`config.mk`:
```
export PLATFORM = sky130hd
export DESIGN_NAME = monkey_collision_detector
export DESIGN_NICKNAME = d
export VERILOG_FILES = /design/src/rtl/monkey_collision_detector.sv
export SDC_FILE = /design/constraint.sdc
export NUM_CORES = 1
export LEC_CHECK = 0
export BUFFER_PORTS_ARGS = -buffer_cell sky130_fd_sc_hd__buf_2
export CAP_MARGIN = 20
export CORE_MARGIN = 1
export CORE_UTILIZATION = 46
export DETAILED_ROUTE_END_ITERATION = 10
export PLACE_DENSITY = 0.81
export SLEW_MARGIN = 5
export SYNTH_ARGS = -nofsm -noshare
export SYNTH_HDL_FRONTEND = slang
export SYNTH_SLANG_ARGS = --single-unit
export TNS_END_PERCENT = 1
```
`constraint.sdc`:
```
create_clock -name clk -period 1.41 [get_ports clk]
set_input_delay 0.2115 -clock clk [delete_from_list [all_inputs] [get_ports clk]]
set_output_delay 0.2115 -clock clk [all_outputs]
set_load 0.01 [all_outputs]
```
`src/rtl/monkey_collision_detector.sv`:
```
// Per-frame collision classifier: accumulates monkey/ledge/rope/enemy overlaps during a frame
// and publishes stable flags at each startOfFrame, plus a one-clock new-enemy-hit pulse.
module monkey_collision_detector #(
  parameter int OBJECT_WIDTH    = 64,
  parameter int OBJECT_HEIGHT   = 64,
  parameter int EDGE_MARGIN     = 4,
  parameter int ROPE_MIN_PIXELS = 8
) (
  input  logic        clk,
  input  logic        resetN,
  input  logic        startOfFrame,
  input  logic        monkeyDR,
  input  logic        ledgeDR,
  input  logic        ropeDR,
  input  logic        enemyDR,
  input  logic [10:0] offsetX,
  input  logic [10:0] offsetY,
  output logic        collision,
  output logic        onRope,
  output logic        objectHit,
  output logic [3:0]  HitEdgeCode,
  output logic        hitPulse
);

  localparam logic [10:0] WIDTH    = 11'(OBJECT_WIDTH);
  localparam logic [10:0] HEIGHT   = 11'(OBJECT_HEIGHT);
  localparam logic [10:0] MARGIN   = 11'(EDGE_MARGIN);
  localparam logic [7:0]  ROPE_MIN = 8'(ROPE_MIN_PIXELS);

  typedef struct packed {
    logic        sof;
    logic        monkey;
    logic        ledge;
    logic        rope;
    logic        enemy;
    logic [10:0] x;
    logic [10:0] y;
  } pixel_t;

  pixel_t      s1;
  logic        acc_ledge;
  logic        acc_enemy;
  logic [3:0]  acc_edge;
  logic [7:0]  rope_cnt;

  logic        ledge_px;
  logic        enemy_px;
  logic        rope_px;
  logic [3:0]  edge_px;
  logic [7:0]  rope_inc;

  // NOTE: every combinational output gets a default first so no latch is inferred.
  always_comb begin
    ledge_px = s1.monkey & s1.ledge;
    enemy_px = s1.monkey & s1.enemy;
    rope_px  = s1.monkey & s1.rope;
    edge_px  = 4'b0000;
    if (ledge_px) begin
      edge_px[0] = (s1.y < MARGIN);
      edge_px[1] = (s1.x >= WIDTH - MARGIN) && (s1.x < WIDTH);
      edge_px[2] = (s1.y >= HEIGHT - MARGIN) && (s1.y < HEIGHT);
      edge_px[3] = (s1.x < MARGIN);
    end
    rope_inc = (rope_cnt == 8'hFF) ? rope_cnt : rope_cnt + 8'd1;
  end

  // NOTE: all state uses non-blocking assignments so every register samples pre-edge values.
  always_ff @(posedge clk or negedge resetN) begin
    if (!resetN) begin
      s1          <= '0;
      acc_ledge   <= 1'b0;
      acc_enemy   <= 1'b0;
      acc_edge    <= 4'b0000;
      rope_cnt    <= 8'd0;
      collision   <= 1'b0;
      onRope      <= 1'b0;
      objectHit   <= 1'b0;
      HitEdgeCode <= 4'b0000;
      hitPulse    <= 1'b0;
    end else begin
      s1 <= '{sof: startOfFrame, monkey: monkeyDR, ledge: ledgeDR, rope: ropeDR,
              enemy: enemyDR, x: offsetX, y: offsetY};
      if (s1.sof) begin
        collision   <= acc_ledge | acc_enemy;
        objectHit   <= acc_enemy;
        HitEdgeCode <= acc_edge;
        onRope      <= (rope_cnt >= ROPE_MIN);
        hitPulse    <= acc_enemy & ~objectHit;
        // The pixel sampled alongside startOfFrame opens the new frame.
        acc_ledge   <= ledge_px;
        acc_enemy   <= enemy_px;
        acc_edge    <= edge_px;
        rope_cnt    <= {7'd0, rope_px};
      end else begin
        hitPulse    <= 1'b0;
        acc_ledge   <= acc_ledge | ledge_px;
        acc_enemy   <= acc_enemy | enemy_px;
        acc_edge    <= acc_edge | edge_px;
        if (rope_px) rope_cnt <= rope_inc;
      end
    end
  end

endmodule

```
==> results of run 1 <==
==> area by class of cell <==
| cell class | instances | area (um^2) |
|---|---|---|
| Fill cell | 258 | 1090 |
| Tap cell | 46 | 57.6 |
| Clock buffer | 5 | 37.5 |
| Multi-Input combinational cell | 64 | 472 |
| Clock inverter | 3 | 26.3 |
| Inverter | 10 | 37.5 |
| Sequential cell | 45 | 1130 |
| Timing Repair Buffer | 68 | 490 |
==> synthesized netlist by cell type, types with 3 or more instances <==
cell and instances:
sky130_fd_sc_hd__a21oi_1 4, sky130_fd_sc_hd__clkbuf_1 3, sky130_fd_sc_hd__dfrtp_1 45, sky130_fd_sc_hd__inv_1 10, sky130_fd_sc_hd__mux2_2 4, sky130_fd_sc_hd__nand2_1 6, sky130_fd_sc_hd__nand4_1 3, sky130_fd_sc_hd__nor2_1 8
sky130_fd_sc_hd__nor3_1 5, sky130_fd_sc_hd__o21ai_0 4, sky130_fd_sc_hd__o22ai_1 4, sky130_fd_sc_hd__or4_1 4
==> what timing repair did <==
| item | in CTS | in global routing |
|---|---|---|
| endpoints found under the setup margin | 4 | 7 |
| hold buffers | 24 | 0 |
| hold endpoints to repair | 68 | 0 |
| resized for setup | 0 | 4 |
| pin swaps | 0 | 3 |
==> flip-flops by register name, indices dropped and copies added (netlist names) <==
register	count
HitEdgeCode	4
acc_edge	4
acc_enemy	1
acc_ledge	1
collision	1
hitPulse	1
objectHit	1
onRope	1
rope_cnt	8
s1	23
==> power groups by stage <==
stage,clock (mW),sequential (mW),combinational [mW]
after floorplan,0,1.40,0.0488
after global placement,0,1.40,0.144
after detailed placement,0,1.40,0.151
after CTS,0.647,1.38,0.201
after global routing,0.718,1.39,0.229
final,0.625,1.38,0.201
==> cells by family (layout without fill, tap and decap cells) <==
family	Yosys count	in the layout	synth area share
simple gates	34	34	0.118
mux	5	5	0.0342
fa+ha+maj	2	2	0.0155
buf+inv	13	86	0.0303
compound gates	21	21	0.0910
flops	45	45	0.700
xor+xnor	2	2	0.0109
==> worst register-to-register path, cell delays in order, from the launching register on <==
cell and delay [ns]:
sky130_fd_sc_hd__dfrtp_1 0.44, sky130_fd_sc_hd__ha_4 0.18, sky130_fd_sc_hd__nand4_4 0.09, sky130_fd_sc_hd__o211ai_4 0.11, sky130_fd_sc_hd__or4_4 0.50, sky130_fd_sc_hd__a21oi_2 0.13
==> layer usage <==
layer | share of wire | wire length (um) | global-route usage
met3 | 0.053 | 160 | 0.0630
met4 | 0.019 | 58 | 0.0942
met2 | 0.55 | 1660 | 0.366
met1 | 0.38 | 1160 | 0.194
met5 | 0 | 0 | 0
==> stage by stage <==
stage	total power, mW	instance area (um^2)
2_1_floorplan	1.45	1630
3_3_place_gp	1.54	1930
3_5_place_dp	1.55	1930
4_1_cts	2.23	2230
5_1_grt	2.33	2250
6_report	2.21	2250
==> how the worst max path moves through the flow <==
| stage | from | endpoint | slack (ns) |
|---|---|---|---|
| 2_1_floorplan | rope_cnt[0] | rope_cnt[5] | -0.08 |
| 3_3_place_gp | rope_cnt[1] | rope_cnt[5] | -0.02 |
| 3_5_place_dp | rope_cnt[1] | rope_cnt[5] | -0.08 |
| 4_1_cts | rope_cnt[1] | rope_cnt[5] | -0.11 |
| 5_1_grt | rope_cnt[1] | rope_cnt[5] | -0.16 |
| 6_report | rope_cnt[1] | rope_cnt[5] | -0.1 |
==> results by stage, run 1 <==
Worst setup path:
- The path length in cells of the critical path is 5.
- STA classifies the critical path endpoint as a flop.
- STA classifies the critical path startpoint as a flop.
- The cell family with the largest share of critical-path delay is simple AND/OR/NAND/NOR gates.
- The slowest stage of the critical path belongs to the cell sky130_fd_sc_hd__or4_4.
- Data arrives at the worst endpoint at 1.79 ns.
- The critical path goes through ha_4 -> nand4_4 -> o211ai_4 -> or4_4 -> a21oi_2.
- The destination of the worst register-to-register timing path is rope_cnt[5].
- Of all nets on the critical path, the largest fanout is 6.
- The setup slack of the worst register-to-register path is -0.1 ns.
- The worst register-to-register path begins at rope_cnt[1].
- The critical path in this run is classified as flop to flop.
- On the worst path, the slowest cell contributes a delay of 0.50 ns.
- The critical path required time is 1.70 ns.
- The depth of the most critical reg-to-reg path is 5.
- Counting both buffers and inverters, the worst setup path holds a total of 0.

Timing:
- At the pin with the least slew margin, the transition time is 0.519 ns.
- The relative slew slack is 0.654.
- Dividing the final minimum period by the clock period gives 1.07.
- After layout, the worst setup slack is -0.0970 ns.
- The final-report max-slew violation count is 0.
- Setup repair after global routing could not meet its margin everywhere.
- The worst path in the final design needs a cycle of 1.51 ns, including I/O delays and setup.
- The number of setup violations in the final report is 4.
- On the final layout, the worst hold slack is 0.436 ns.
- The count of endpoints failing hold in the final timing report is 0.
- The clock skew after layout is 0.0124 ns.
- The summed negative setup slack over all endpoints is -0.227 ns.
- The achievable clock frequency is 0.664 GHz.

Global route:
- The number of antenna violations at the first check in global routing is 0.
- For this run, the total global-route usage over all layers was measured as 0.196.
- The first global-routing pass estimated 5170 um of wire.
- The largest net degree at the start of global routing is 46.
- The number of global-route vias before repair came to 1,280.
- The residual overflow from global routing is 0.

Floorplanning:
- Row generation in the floorplan step produced 21 rows.
- The die covers 3740 um^2.
- The core area is 3340 um^2.
- Measured along the y axis, the die boundary spans 61.1 um.
- The number of top-level design ports is 37.
- The horizontal die dimension is 61.1 um.
- For this configuration, the core starts out at a cell density of 0.482.

Yosys:
- The number of synthesized register bits is 45.
- The distinct cell type count after synthesis is 28.
- Sorting the synthesized cells by area gives the leading types as sky130_fd_sc_hd__dfrtp_1, sky130_fd_sc_hd__mux2_2, sky130_fd_sc_hd__inv_1.
- During synthesis, Yosys emitted a total of 0 warnings.
- The sequential element share of the synthesized area is 0.700.
- A synthesized cell averages 13.2 um^2.
- The number of nets produced by synthesis is 153.
- The share of Yosys cell area claimed by the top area cell type is 0.700.
- The cell count after synthesis came out at 122.
- The synthesized netlist occupies a cell area of 1610 um^2.
- For this run, the leading register cell type out of synthesis is sky130_fd_sc_hd__dfrtp_1.
- In this run, synthesis inferred 0 flip-flops with an integrated enable.
- Of all flip-flops after synthesis, the portion carrying an async set or reset was 1.00.
- The biggest area consumer among synthesized cells is sky130_fd_sc_hd__dfrtp_1.

Route:
- After detailed routing, the total wire length is 3040 um.
- The pre-antenna-repair detailed-routing pass consisted of 3 iterations.
- Summing over every cut layer, the via total after detailed routing is 1,184.
- In the routed layout, each cell is associated on average with a via count of 4.91.
- The number of design rule violations left after detail routing is 0.
- The average wire per cell in the routed design is 12.6 um.
- The first routing iteration left 54 violations.
- Once detail routing completed, the nets flagged for antenna violations numbered 0.

CTS:
- The clock tree synthesis step divided the H-tree into 2 levels.
- The clock tree from TritonCTS is built.
- The buffer levels on the longest clock path is 2.
- In this run the post-CTS setup repair buffer count came out at 0.
- The TritonCTS sink count is 45.
- The clock latency on the worst-skew pair is 0.35 ns.
- CTS placed an instance of sky130_fd_sc_hd__clkbuf_4 at the clock tree root.
- The clock-pin slew reported for the worst setup and hold paths after clock tree synthesis is 0.14 ns.
- Clock tree synthesis inserted a total of 5 buffers.

Cells and area:
- The final-stage net count is 225.
- The count of inserted antenna diode cells is 0.
- At the end of the flow the core is filled with cells to 0.673.
- The leading cell type in the layout, fill and taps excluded is sky130_fd_sc_hd__dfrtp_1.
- The area growth from synthesis to layout is 39.7%.
- Leaving out filler cells and counting taps, the final layout contains 241.
- In the layout the commonest cells are sky130_fd_sc_hd__dfrtp_1, sky130_fd_sc_hd__buf_2, sky130_fd_sc_hd__dlygate4sd3_1.
- The fraction of layout instances using a drive strength above 1 is 0.338.

Pwr:
- Of the total power, registers draw 0.625.
- The internal power is 1.67 mW.
- The analysis attributes to net switching a power of 540 uW.
- The static leakage is 1.05 nW.
- VDD sags by at most 0.778 mV.
- Of the total power, the share spent switching nets is 0.245.
- Of the total power, the clock network draws 0.284.
- For this design the ratio of total power to cell area is 982 nW/um^2.
- Of the total power, combinational logic draws 0.091.

Placement:
- The number of I/O port buffers is 32.
- The congestion estimate from routability-driven global placement came to 0.750.
- Counting tap cells, the placed design contains a total of 209 instances.
- The half-perimeter wire length after detailed placement is 1830 um.
- Before CTS, the worst setup slack after placement is -0.0759 ns.

Run status:
- The final reports fail on negative setup slack.
- The run finished, with violations left.

Min path:
- The min-delay analysis places its worst path in the category input pin to async pin.

Run:
- The count of max-cap constraint violations is 0.
(Power assumes the default switching activity.)
==> run 2: changes to the inputs <==
==> constraint.sdc (replaced) <==
create_clock -name clk -period 1.25 [get_ports clk]
set_input_delay 0.1875 -clock clk [delete_from_list [all_inputs] [get_ports clk]]
set_output_delay 0.1875 -clock clk [all_outputs]
set_load 0.01 [all_outputs]
==> run 2 against run 1 <==
The flow still finishes with violations (negative setup slack). Register-to-register slack worse by 0.18 ns. Non-clock buffer count up 6. Critical path type unchanged. Critical path depth unchanged. Clock skew up 0.0023 ns. Highest routed layer unchanged. Sequential cell count unchanged. Combinational power up 18%. Largest cell class unchanged. Sequential power up 13%. Core utilization up 1.5 points. Clock-buffer cell count unchanged.
==> results by stage, run 2 (synthesis gave the netlist of run 1 again) <==
Worst setup path:
- The worst path buffer plus inverter count is 0.
- The worst setup path is captured at a flop.
- Of all nets on the critical path, the largest fanout is 6.
- Walking the worst path, the cells encountered are ha_4 -> nand4_4 -> o211ai_4 -> or4_4 -> a21oi_2.
- The cell family with the largest share of critical-path delay is simple AND/OR/NAND/NOR gates.
- The arrival time reported for the critical path endpoint is 1.83 ns.
- For this run, the slowest stage of the critical path takes 0.50 ns.
- Tracing the worst setup path back leads to its startpoint at rope_cnt[1].
- In this run the critical register-to-register path is launched from rope_cnt[1].
- The category of the most critical setup path is flop to flop.
- The slowest stage cell on the critical path is sky130_fd_sc_hd__or4_4.
- STA puts the critical path data required time at 1.56 ns.
- The kind of launch point of the worst setup path is a flop.

Floorplanning:
- The horizontal die dimension is 61.1 um.
- In this run the standard cell core region covers 3340 um^2.
- 37 I/O pins were placed.
- The initial cell density of the core is 0.482.
- The die extent in y is 61.1 um.
- The initialized floorplan defines 21 standard-cell rows.
- The die covers 3740 um^2.

Placement:
- The number of I/O port buffers is 32.
- The half-perimeter wire length after detailed placement is 2100 um.
- The congestion estimate from routability-driven global placement came to 0.801.
- The minimum setup slack after placement is -0.239 ns.

CTS:
- The level count of the clock H-tree is 2.
- The cell chosen for the clock root is sky130_fd_sc_hd__clkbuf_4.
- The TritonCTS sink count is 45.
- The clock latency on the worst-skew pair is 0.36 ns.
- The clock-pin slew reported for the worst setup and hold paths after clock tree synthesis is 0.14 ns.
- The number of clock buffers inserted by TritonCTS is 5.
- TritonCTS built the clock tree.
- The number of setup buffers added after CTS is 0.
- No sink is reached through more buffers than the 2 on the longest clock path.

Route:
- The routed layout has 1,229 vias.
- For this run, design rule violations remaining after detail routing come to 0.
- The detail-routed via count per cell is 4.98.
- The number of iterations in the first detailed-routing pass is 4.
- The total detailed-routing wirelength is 3220 um.
- The initial detailed-routing violation count is 31.
- After detailed routing, the average wire length per cell comes to 13.0 um.
- The number of nets with antenna violations after detailed routing is 0.

Timing:
- The final-report max-slew violation count is 0.
- The count of endpoints failing hold in the final timing report is 0.
- The slew at the pin closest to its max-slew limit is 0.419 ns.
- Setup repair after global routing could not meet its margin everywhere.
- In the finished design, the share of the clock period the worst path needs comes to 1.22.
- Setup violations remaining at the end of the flow were counted as 8.
- The clock skew after layout is 0.0147 ns.
- The relative slew slack is 0.721.
- Static timing analysis puts the maximum clock frequency at 0.657 GHz.
- Across all setup checks in the final design, the least slack found is -0.273 ns.
- The worst hold slack is 0.261 ns.
- The worst path in the final design needs a cycle of 1.52 ns, including I/O delays and setup.

Cells and area:
- The post-synthesis to final-layout area growth is 42.7%.
- The fraction of layout instances using a drive strength above 1 is 0.353.
- Leaving out fill and tap cells, the most frequent cells in the layout are sky130_fd_sc_hd__dfrtp_1, sky130_fd_sc_hd__buf_2, sky130_fd_sc_hd__dlygate4sd3_1.
- The count of inserted antenna diode cells is 0.
- In the final layout, the registers with the most flip-flops are s1 (23), rope_cnt (8).
- Leaving out fill and tap cells, the most frequent cell in the layout is sky130_fd_sc_hd__dfrtp_1.
- The multi-input combinational cell area is 463 um^2.
- The sequential cell area in the final layout is 1130 um^2.
- More flip-flops sit in one register than any other, and that register is s1.
- The net count of the finished layout is 231.
- The number of fillers in the final layout is 241.
- The number of flip-flops under the largest register name is 23.

Global route:
- For this run, the total global-route usage over all layers was measured as 0.201.
- The number of antenna violations at the first check in global routing was 0.
- The largest net degree at the start of global routing is 30.
- The number of global-route vias before repair is 1,251.
- For this run the aggregate overflow at the end of global routing stands at 0.
- The wire length of the first global-routing pass is 5230 um.

Pwr:
- The static leakage is 1.08 nW.
- VDD sags by at most 0.764 mV.
- In this run the power density over the cells is 1100 nW/um^2.

Min path:
- The path class of the tightest hold or removal check is input pin to async pin.

Run:
- The count of max-cap constraint violations is 0.

Run status:
- The checks that failed: negative setup slack.
- The flow ran to the end, but the final reports show violations.
## run 2: area by class of cell
type / instances / area share
clock buffer: 5 / 0.0163
sequential: 45 / 0.491
inverter: 10 / 0.0163
multi-input combinational: 64 / 0.202
clock inverter: 3 / 0.0109
timing repair buffer: 74 / 0.239
tap: 46 / 0.0251
## run 2: per-stage QoR
stage | instance area [um^2] | TNS, ns | power (mW) | utilization | instances
final | 2300 | -1.45 | 2.52 | 0.688 | 247
after global routing | 2300 | -1.98 | 2.65 | 0.688 | 247
after CTS | 2290 | -1.44 | 2.54 | 0.685 | 247
after detailed placement | 1980 | -1.23 | 1.76 | 0.595 | 215
after global placement | 1980 | -0.792 | 1.75 | 0.595 | 215
after floorplan | 1630 | -0.729 | 1.64 | - | 122
## run 2: final timing paths
path	to	slack, ns	depth (start not counted)
max	rope_cnt[5]	-0.27	5
min	onRope	0.26	2
max reg2reg	rope_cnt[5]	-0.27	5
min reg2reg	hitPulse	0.46	1
max in group asynchronous	s1[9]	0.50	3
min in group clk	hitPulse	0.46	1
## run 2: what timing repair did
action	4_1_cts	5_1_grt
gates cloned	0	0
endpoints found under the hold margin	39	0
hold buffers	24	0
endpoints found under the setup margin	8	9
pin swaps	2	1
resized for setup	0	3
## run 2: worst register-to-register path: cells and delay by family, from the launching register on
family	cells	cell delay, ns
and+or+nand+nor	2	0.60
DFF	1	0.44
adders and majority gates	1	0.19
AOI/OAI and AO/OA	2	0.24
## run 2: per-layer routing
metal / GRT usage / vias to the layer above / wire length (um)
met1: 0.209 / 600 / 1260
li1: - / 581 / -
met3: 0.0651 / 8 / 163
met5: 0 / - / 0
met4: 0.107 / 0 / 84
met2: 0.359 / 40 / 1710
## run 2: report_power, final
| group | switching [mW] | leakage (nW) | internal [mW] |
|---|---|---|---|
| clock | 0.495 | 0.0322 | 0.234 |
| sequential | 0.0382 | 0.562 | 1.52 |
| combinational | 0.103 | 0.488 | 0.134 |
